**src/rtl/cubehash_pkg.sv**
```systemverilog
// Shared definitions for the CubeHash core arbiter: state encoding,
// default block width and the requester index type.
package cubehash_pkg;

    localparam int BLOCK_W = 256;

    // One-hot state encoding; each state owns exactly one bit.
    typedef enum logic [4:0] {
        ST_IDLE  = 5'b00001,
        ST_FIRST = 5'b00010,
        ST_WAIT  = 5'b00100,
        ST_DRAIN = 5'b01000,
        ST_ABORT = 5'b10000
    } arb_state_e;

    // Requester index: 0 -> requester 0, 1 -> requester 1.
    typedef logic req_idx_t;

    // Convert a one-hot two-way grant into a requester index.
    function automatic req_idx_t gnt_to_idx(input logic [1:0] g);
        return g[1];
    endfunction

endpackage

```
**src/rtl/cubehash_rr_pick.sv**
```systemverilog
// Two-way round-robin pick. ptr=0 favours req0, ptr=1 favours req1.
// Output is one-hot, or 2'b00 when nobody requests.
module cubehash_rr_pick (
    input  logic       req0_i,
    input  logic       req1_i,
    input  logic       ptr_i,
    output logic [1:0] gnt_o
);

    // Favoured requester wins a tie; a lone requester always wins.
    always_comb begin
        gnt_o = 2'b00;
        if (ptr_i == 1'b0) begin
            if (req0_i)      gnt_o = 2'b01;
            else if (req1_i) gnt_o = 2'b10;
        end else begin
            if (req1_i)      gnt_o = 2'b10;
            else if (req0_i) gnt_o = 2'b01;
        end
    end

endmodule

```
**src/rtl/cubehash_arbiter.sv**
```systemverilog
// Two-requester arbiter in front of a CubeHash core controller.
// Optional watchdog: define CUBEHASH_ARB_WATCHDOG_EN to abort a message
// that sits in WAIT_STOP or DRAIN for WD_CYCLES cycles.
//
// state     | meaning
// ----------+----------------------------------------------------------
// IDLE      | no owner; grant on next request (not while hash_vld shows)
// FIRST     | start asserted; first block accepted from 2nd cycle on
// WAIT_STOP | core absorbing; next block accepted only with core_stop
// DRAIN     | last block taken; waiting for core_out_en
// ABORT     | one-cycle abandon pulse, pointer toggled, back to IDLE
module cubehash_arbiter
    import cubehash_pkg::*;
#(
    parameter int BW        = BLOCK_W,
    parameter int WD_CYCLES = 255
) (
    input  logic          clk,
    input  logic          rst_p,
    input  logic          req0,
    input  logic          req1,
    input  logic          vld0,
    input  logic          vld1,
    input  logic          last0,
    input  logic          last1,
    input  logic [BW-1:0] data0,
    input  logic [BW-1:0] data1,
    output logic          rdy0,
    output logic          rdy1,
    output logic [1:0]    gnt,
    output logic          core_in_en,
    output logic          core_start,
    output logic          core_done,
    output logic [BW-1:0] core_blk,
    input  logic          core_stop,
    input  logic          core_err,
    input  logic          core_out_en,
    output logic          hash_vld,
    output logic          hash_owner,
    output logic          abort
);

    arb_state_e state_q, state_d;
    logic       ptr_q, ptr_d;
    logic [1:0] gnt_q, gnt_d;
    req_idx_t   owner_q, owner_d;
    logic       hash_vld_q, hash_vld_d;
    req_idx_t   hash_owner_q, hash_owner_d;
    logic       fst2_q;
    logic       accept;
    logic [1:0] pick;
    logic       own_req, own_vld, own_last;

    cubehash_rr_pick u_pick (
        .req0_i (req0),
        .req1_i (req1),
        .ptr_i  (ptr_q),
        .gnt_o  (pick)
    );

    // Owner-side view of the request interface; the non-owner is ignored.
    assign own_req  = owner_q ? req1  : req0;
    assign own_vld  = owner_q ? vld1  : vld0;
    assign own_last = owner_q ? last1 : last0;

`ifdef CUBEHASH_ARB_WATCHDOG_EN
    localparam int WD_W = $clog2(WD_CYCLES + 1);
    logic [WD_W-1:0] wd_q, wd_d;
    logic            wd_hit;

    // Watchdog fires on the cycle that would bring the count to WD_CYCLES.
    assign wd_hit = (wd_q == WD_W'(WD_CYCLES - 1));

    // Count dwell time in WAIT_STOP/DRAIN; restart on every state change.
    always_comb begin
        wd_d = wd_q;
        if (state_d != state_q)
            wd_d = '0;
        else if (state_q == ST_WAIT || state_q == ST_DRAIN)
            wd_d = wd_q + 1'b1;
    end

    // Watchdog count register.
    always_ff @(posedge clk or posedge rst_p) begin
        if (rst_p) wd_q <= '0;
        else       wd_q <= wd_d;
    end
`endif

    // Next-state, grant, pointer and block-acceptance decode.
    always_comb begin
        state_d      = state_q;
        ptr_d        = ptr_q;
        gnt_d        = gnt_q;
        owner_d      = owner_q;
        hash_vld_d   = 1'b0;
        hash_owner_d = hash_owner_q;
        accept       = 1'b0;
        case (state_q)
            ST_IDLE: begin
                // Hold off granting during the hash_vld cycle.
                if (!hash_vld_q && pick != 2'b00) begin
                    gnt_d   = pick;
                    owner_d = gnt_to_idx(pick);
                    state_d = ST_FIRST;
                end
            end
            ST_FIRST: begin
                if (core_err || !own_req) begin
                    state_d = ST_ABORT;
                    gnt_d   = 2'b00;
                    ptr_d   = ~ptr_q;
                end else if (fst2_q && own_vld) begin
                    accept  = 1'b1;
                    state_d = own_last ? ST_DRAIN : ST_WAIT;
                end
            end
            ST_WAIT: begin
                if (core_err || !own_req) begin
                    state_d = ST_ABORT;
                    gnt_d   = 2'b00;
                    ptr_d   = ~ptr_q;
                end else if (core_stop && own_vld) begin
                    accept = 1'b1;
                    if (own_last) state_d = ST_DRAIN;
                end
`ifdef CUBEHASH_ARB_WATCHDOG_EN
                else if (wd_hit) begin
                    state_d = ST_ABORT;
                    gnt_d   = 2'b00;
                    ptr_d   = ~ptr_q;
                end
`endif
            end
            ST_DRAIN: begin
                if (core_err) begin
                    state_d = ST_ABORT;
                    gnt_d   = 2'b00;
                    ptr_d   = ~ptr_q;
                end else if (core_out_en) begin
                    hash_vld_d   = 1'b1;
                    hash_owner_d = owner_q;
                    ptr_d        = ~ptr_q;
                    gnt_d        = 2'b00;
                    state_d      = ST_IDLE;
                end
`ifdef CUBEHASH_ARB_WATCHDOG_EN
                else if (wd_hit) begin
                    state_d = ST_ABORT;
                    gnt_d   = 2'b00;
                    ptr_d   = ~ptr_q;
                end
`endif
            end
            ST_ABORT: begin
                state_d = ST_IDLE;
            end
            default: begin
                state_d = ST_IDLE;
                gnt_d   = 2'b00;
            end
        endcase
    end

    // State and registered-output flops; reset drops everything at once.
    always_ff @(posedge clk or posedge rst_p) begin
        if (rst_p) begin
            state_q      <= ST_IDLE;
            ptr_q        <= 1'b0;
            gnt_q        <= 2'b00;
            owner_q      <= 1'b0;
            hash_vld_q   <= 1'b0;
            hash_owner_q <= 1'b0;
            fst2_q       <= 1'b0;
        end else begin
            state_q      <= state_d;
            ptr_q        <= ptr_d;
            gnt_q        <= gnt_d;
            owner_q      <= owner_d;
            hash_vld_q   <= hash_vld_d;
            hash_owner_q <= hash_owner_d;
            // High from the second consecutive FIRST cycle onward.
            fst2_q       <= (state_q == ST_FIRST);
        end
    end

    assign gnt        = gnt_q;
    assign core_in_en = (state_q == ST_FIRST) || (state_q == ST_WAIT);
    assign core_start = (state_q == ST_FIRST);
    assign core_done  = accept;
    assign rdy0       = accept & ~owner_q;
    assign rdy1       = accept &  owner_q;
    assign core_blk   = owner_q ? data1 : data0;
    assign hash_vld   = hash_vld_q;
    assign hash_owner = hash_owner_q;
    assign abort      = (state_q == ST_ABORT);

endmodule

```
**config.mk**
```make
export PLATFORM = sky130hd
export DESIGN_NAME = cubehash_arbiter
export DESIGN_NICKNAME = d
export VERILOG_FILES = /design/src/rtl/cubehash_pkg.sv /design/src/rtl/cubehash_rr_pick.sv /design/src/rtl/cubehash_arbiter.sv
export SDC_FILE = /design/constraint.sdc
export NUM_CORES = 1
export LEC_CHECK = 0
export CAP_MARGIN = 40
export CORE_AREA = 2 2 309 311
export CTS_CLUSTER_DIAMETER = 150
export DETAILED_ROUTE_END_ITERATION = 12
export DIE_AREA = 0 0 311 313
export GPL_TIMING_DRIVEN = 1
export PLACE_DENSITY_LB_ADDON = 0.3
export SYNTH_ARGS = -nofsm -noshare
export SYNTH_HDL_FRONTEND = slang
export SYNTH_SLANG_ARGS = --single-unit
```
**constraint.sdc**
```tcl
create_clock -name clk -period 2.2 [get_ports clk]
set_input_delay 0.22 -clock clk [delete_from_list [all_inputs] [get_ports clk]]
set_output_delay 0.22 -clock clk [all_outputs]
set_load 0.03 [all_outputs]
```
After elaboration in Yosys (flattened, before gate mapping)

Cells that the tools add are included.

Word-level logic and storage cells: 75
Input port bits: 523
Register bits: 12
Output and inout port bits: 266

Muxes and demuxes: 36
Bitwise gates (word level): 6
Equal/unequal tests: 11
Reduce and logical (&&, ||, !) cells: 15

Operators by type and width:

| operator                                               | number |
|---|---|
| 2-to-1 mux 256 bit                                     | 1 |
| 2-to-1 mux 5 bit                                       | 8 |
| one-hot mux 5 bit (4 select lines)                     | 1 |
| 2-to-1 mux 2 bit                                       | 8 |
| 2-to-1 mux 1 bit                                       | 14 |
| inequality test 3 bit (second input constant)          | 3 |
| one-hot mux 2 bit (4 select lines)                     | 1 |
| AND reduction 3 bit                                    | 2 |
| == test 5 x 1 -> 1 bit (second input constant)         | 1 |
| == test 5 x 2 -> 1 bit (second input constant)         | 1 |
| == test 5 x 3 -> 1 bit (second input constant)         | 1 |
| == test 5 x 4 -> 1 bit (second input constant)         | 1 |
| == test 5 bit (second input constant)                  | 1 |
| AND reduction 5 bit                                    | 1 |
| 2-to-1 mux 4 bit                                       | 1 |
| NOT 1 bit                                              | 4 |
| one-hot mux 1 bit (2 select lines)                     | 2 |
| AND reduction 4 bit                                    | 1 |
| nonzero test 2 bit                                     | 2 |
| logical AND 1 bit                                      | 3 |
| inequality test 3 x 1 -> 1 bit (second input constant) | 1 |
| AND 1 bit                                              | 2 |
| logical NOT 1 bit                                      | 2 |
| logical OR 1 bit                                       | 2 |
| 4 further kinds                                        | 4 |

Longest topological paths before layout

Depth after elaboration: 7
Mapped depth: 5
Depth with buffers taken out: 4

Modules after synthesis

Synthesis repeated with hierarchy kept, for this count alone.

Cell total of the unflattened synthesis: 366
Area total of the unflattened synthesis: 3,794.9 um^2

Modules (own cells, without submodules):

| module           | instances | seq. area each (um^2) | cells each | area an instance (um^2) |
|---|---|---|---|---|
| cubehash_arbiter | 1         | 301.5                 | 363        | 3,776.1 |
| cubehash_rr_pick | 1         | 0.0                   | 3          | 18.8 |

Least setup slack after synthesis

No wires, ideal clock.

Kind: reg-to-output
Start point: reg state_q[2]
End point: out rdy1
Setup slack: 0.060 ns
Buffers on the path: 1
Stages on the path, launching flop included: 6
Data arrival time: 1.920 ns
Cell sequence: dfrtp_1 > buf_6 > or4b_4 > nor3b_1 > o211a_1 > and2_1

Word-level cells in the longest chain between the ends: 3
Elaborated cells on any way between the ends: 4
Classes of those cells: 2 x eq/ne; 1 x mux; 1 x bitwise

Ends and longest elaborated chain:

| element                                                          | line                    | source |
|---|---|---|
| from (decl)                                                      | cubehash_arbiter.sv:43  | `arb_state_e state_q, state_d;` |
| from (signal assigned)                                           | cubehash_arbiter.sv:176 | `state_q <= state_d;` |
| == test 5 x 3 -> 1 bit or == test 5 x 2 -> 1 bit (tied branches) | cubehash_arbiter.sv:99  | `case (state_q)` |
| one-hot mux 1 bit (2 select lines) *                             | cubehash_arbiter.sv:99  |  |
| net core_done                                                    | cubehash_arbiter.sv:33  | `output logic core_done,` |
| AND 1 bit *                                                      | cubehash_arbiter.sv:192 | `assign rdy1 = accept & owner_q;` |
| to (decl)                                                        | cubehash_arbiter.sv:29  | `output logic rdy1,` |

The timed path passes the listed nets; every way through them passes the cells marked *.

Final worst setup path

Start point: reg owner_q
End point: out rdy0

Word-level cells in the longest chain between the ends: 6
Elaborated cells on any way between the ends: 13
Classes of those cells: 7 x mux; 2 x bitwise; 4 x reduce/logical

Ends and longest elaborated chain:

| element                                    | line                                             | source |
|---|---|---|
| from (decl)                                | cubehash_arbiter.sv:46                           | `req_idx_t owner_q, owner_d;` |
| from (signal assigned)                     | cubehash_arbiter.sv:179                          | `owner_q <= owner_d;` |
| 2-to-1 mux 1 bit, on equally long branches | cubehash_arbiter.sv:63, cubehash_arbiter.sv:62   |  |
| logical AND 1 bit (tied with other cells)  | cubehash_arbiter.sv:123                          | `end else if (core_stop && own_vld) begin` |
| 2-to-1 mux 1 bit (tied with other cells)   | cubehash_arbiter.sv:123                          |  |
| 2-to-1 mux 1 bit, on equally long branches | cubehash_arbiter.sv:119, cubehash_arbiter.sv:109 |  |
| one-hot mux 1 bit (2 select lines)         | cubehash_arbiter.sv:99                           |  |
| AND 1 bit *                                | cubehash_arbiter.sv:191                          | `assign rdy0 = accept & ~owner_q;` |
| to (decl)                                  | cubehash_arbiter.sv:28                           | `output logic rdy0,` |

Mark *: on every way between the ends. The rest lies on a longest branch, timed or not.

==> impl_metrics.toml <==
[outcome]
status = "finished, violations left"
violations = "negative setup slack"

[floorplan]
initial_core_util = 0.0404
die_y_um = 313
core-area_um2 = 94200
num_io_pins = 789
die_w_um = 311
die_area_um2 = 97300
row_count = 113

[clocking]
path_clk_slew_ns = 0.05
cts_max_level = 1
root_buffer = "clkbuf_16"
numCtsBuffers = 3
clkLatencyLatePin_ns = 0.24
clkSinkCount = 12
hold_buffers = 0
cts_tree = "done"
clockBufferDepth = 2

[worst_setup_path]
rrSetupSlack_ns = 0.19
startpoint_type = "flop"
end_kind = "primary output"
reg2regPathDepth = 5
arrival_ns = 2.02
path_cells = "buf_12 -> mux2_4 -> o211a_1 -> buf_12 -> and2b_1 -> buf_12"
critPathKind = "reg2out"
critPathRequiredTime_ns = 1.98
critical_path.max_fanout = 19
crit_path_top_delay_cell = "dfrtp_4"
crit_path_max_incr_delay_ns = 0.51
r2r_start = "owner_q"
cpMostUsedCell = "buf_12"
timing.rr.end = "state_q[3]"

[power_and_ir_drop]
power_density_nw_per_um2 = 799
ir_worst_vdd_v = 0.000365
p_leak_nw = 5.04

[finish]
nets = 1687
finalInstanceArea_um2 = 13300
final_layout_size_suffix_gt1_frac = 0.343
final_util = 0.141
fin_cells = 2429
syn2layout_area_growth_pct = 249

[placed_design]
placed_cells = 2420
dpl.hpwl_um = 53000
post_dp_cell_area_um2 = 13300
place_ws_ns = 0.0852
io_buffers = 788
routabilityCongestion = 0.916

[timing]
hold_viol = 0
drv_slew = 0
min_period_over_period = 1.02
slew_headroom = 0.654
setup-tns-final_ns = -0.0717
tightest_slew_ns = 0.518
rsz0062_at_grt = "true"
fmax_ghz = 0.446
min_period_ns = 2.24
setup_ws_ns = -0.0409
fin_skew_ns = 0.00320
setup_viol = 2

[synthesis]
synth_cells = 360
yosysWarnings = 0
ys_seq_area_frac = 0.0792
yosysUniqueCellTypes = 40
netlist_area_um2 = 3810
syn_nets = 883
ys_ff_latch = 12
synth_edf_count = 0
avgSynthCellArea_um2 = 10.6
async_flop_share = 1.00
ys.flop_type = "dfrtp_1"

[routing]
drt_iter0_markers = 88
wire_per_inst_um = 23.4
dr.pass1.iters = 4
viasPerCell = 2.67
drc = 0
ant_nets = 0
routed_wl_um = 56800
via_count = 6497

[global_route]
track_usage = 0.110
grt_pass1_wl_um = 72500
grt_max_degree = 27
grt_overflow = 0
antenna_found_initial = 22
grt_pass1_vias = 7324

[flow_run]
cap_violations = 0

[hold_path]
hp-class = "in2async"
## how the worst max path moves through the flow
stage / start / end / slack, ns / cells past startpoint
finish: owner_q / rdy0 / -0.04 / 6
global placement: owner_q / core_blk[64] / 0.12 / 4
detailed placement: owner_q / core_blk[29] / 0.09 / 4
CTS: state_q[3] / rdy0 / -0.09 / 6
floorplan: state_q[2] / rdy1 / 0.06 / 5
global route: state_q[3] / rdy0 / -0.11 / 6
## cell usage after synthesis, drive strengths merged, types with 2 or more instances
master	count	area share
nand2b	3	0.0049
or2	2	0.0033
inv	4	0.0039
or3	2	0.0033
clkbuf	3	0.0030
xor2	2	0.0046
nor3b	3	0.0072
nand3b	4	0.0079
a21boi	2	0.0039
a21o	2	0.0039
dfrtp	11	0.072
o31ai	2	0.0039
nand3	4	0.0053
buf	27	0.037
or4b	2	0.0072
nand2	4	0.0039
mux2	259	0.77
nor2	5	0.0069
## cells by family (layout without fill, tap and decap cells)
family | after synthesis | count (layout) | share of synthesized area
other | 0 | 1 | 0
buffers and inverters | 34 | 837 | 0.0440
AND/OR/NAND/NOR | 35 | 35 | 0.0604
XOR/XNOR | 3 | 3 | 0.00690
multiplexers | 260 | 260 | 0.768
flip-flops | 12 | 12 | 0.0792
AO/OA/AOI/OAI | 16 | 16 | 0.0411
## flip-flops by register name (all words and copies together) (netlist names)
name	cells
hash_vld	1
hash_owner	1
gnt	2
owner_q	1
ptr_q	1
state_q	5
fst2_q	1
## layer usage
layer,vias to the layer above,global-route usage,wire (um)
met5,-,0,37
met4,6,0.00604,494
met3,52,0.0306,4190
met2,464,0.201,28500
met1,2998,0.134,23600
li1,2977,-,-
## through the flow
step | hold WS (ns) | power (mW)
after detailed placement | 0.465 | 10.8
final | 0.332 | 10.6
after global routing | 0.387 | 11.2
after floorplan | 0.0840 | 6.12
after CTS | 0.353 | 10.7
after global placement | 0.463 | 10.8
## worst max-delay path, delay by kind of cell (launching register included)
family	cells	cell delay, ns
compound gates	1	0.18
mux	1	0.38
flops	1	0.51
simple gates	1	0.18
buf+inv	3	0.46
## cells in the final DEF, fill, tap and decap left out, types with 4 or more instances in the layout
cell type and count:
dfrtp_1 10, clkdlybuf4s50_1 538, dlygate4sd2_1 163, nand3b_1 4, clkbuf_16 4, nand3_1 4
nand2_1 4, buf_4 109, clkdlybuf4s15_1 4, inv_1 4, mux2_2 258, buf_12 9
## final cells by class
type / count / area, um2
clock buffer: 4 / 88.8
antenna: 1 / 2.50
timing repair buffer: 829 / 7960
tap: 1265 / 1580
fill: 10800 / 80900
multi-input combinational: 314 / 3350
inverter: 4 / 15.0
sequential: 12 / 305
## power by group
group	switching (mW)	total (mW)	internal, mW
registers	0.0695	0.371	0.301
clock network	0.0983	0.373	0.275
logic	5.41	9.89	4.48
## timing repair
action / in CTS / in global routing
pin swaps: 2 / 1
cloned: 1 / 1
hold endpoints to repair: 0 / 0
buffers inserted: 1 / 1
resized for setup: 172 / 10
setup endpoints to repair: 183 / 23
(Power assumes the default switching activity.)
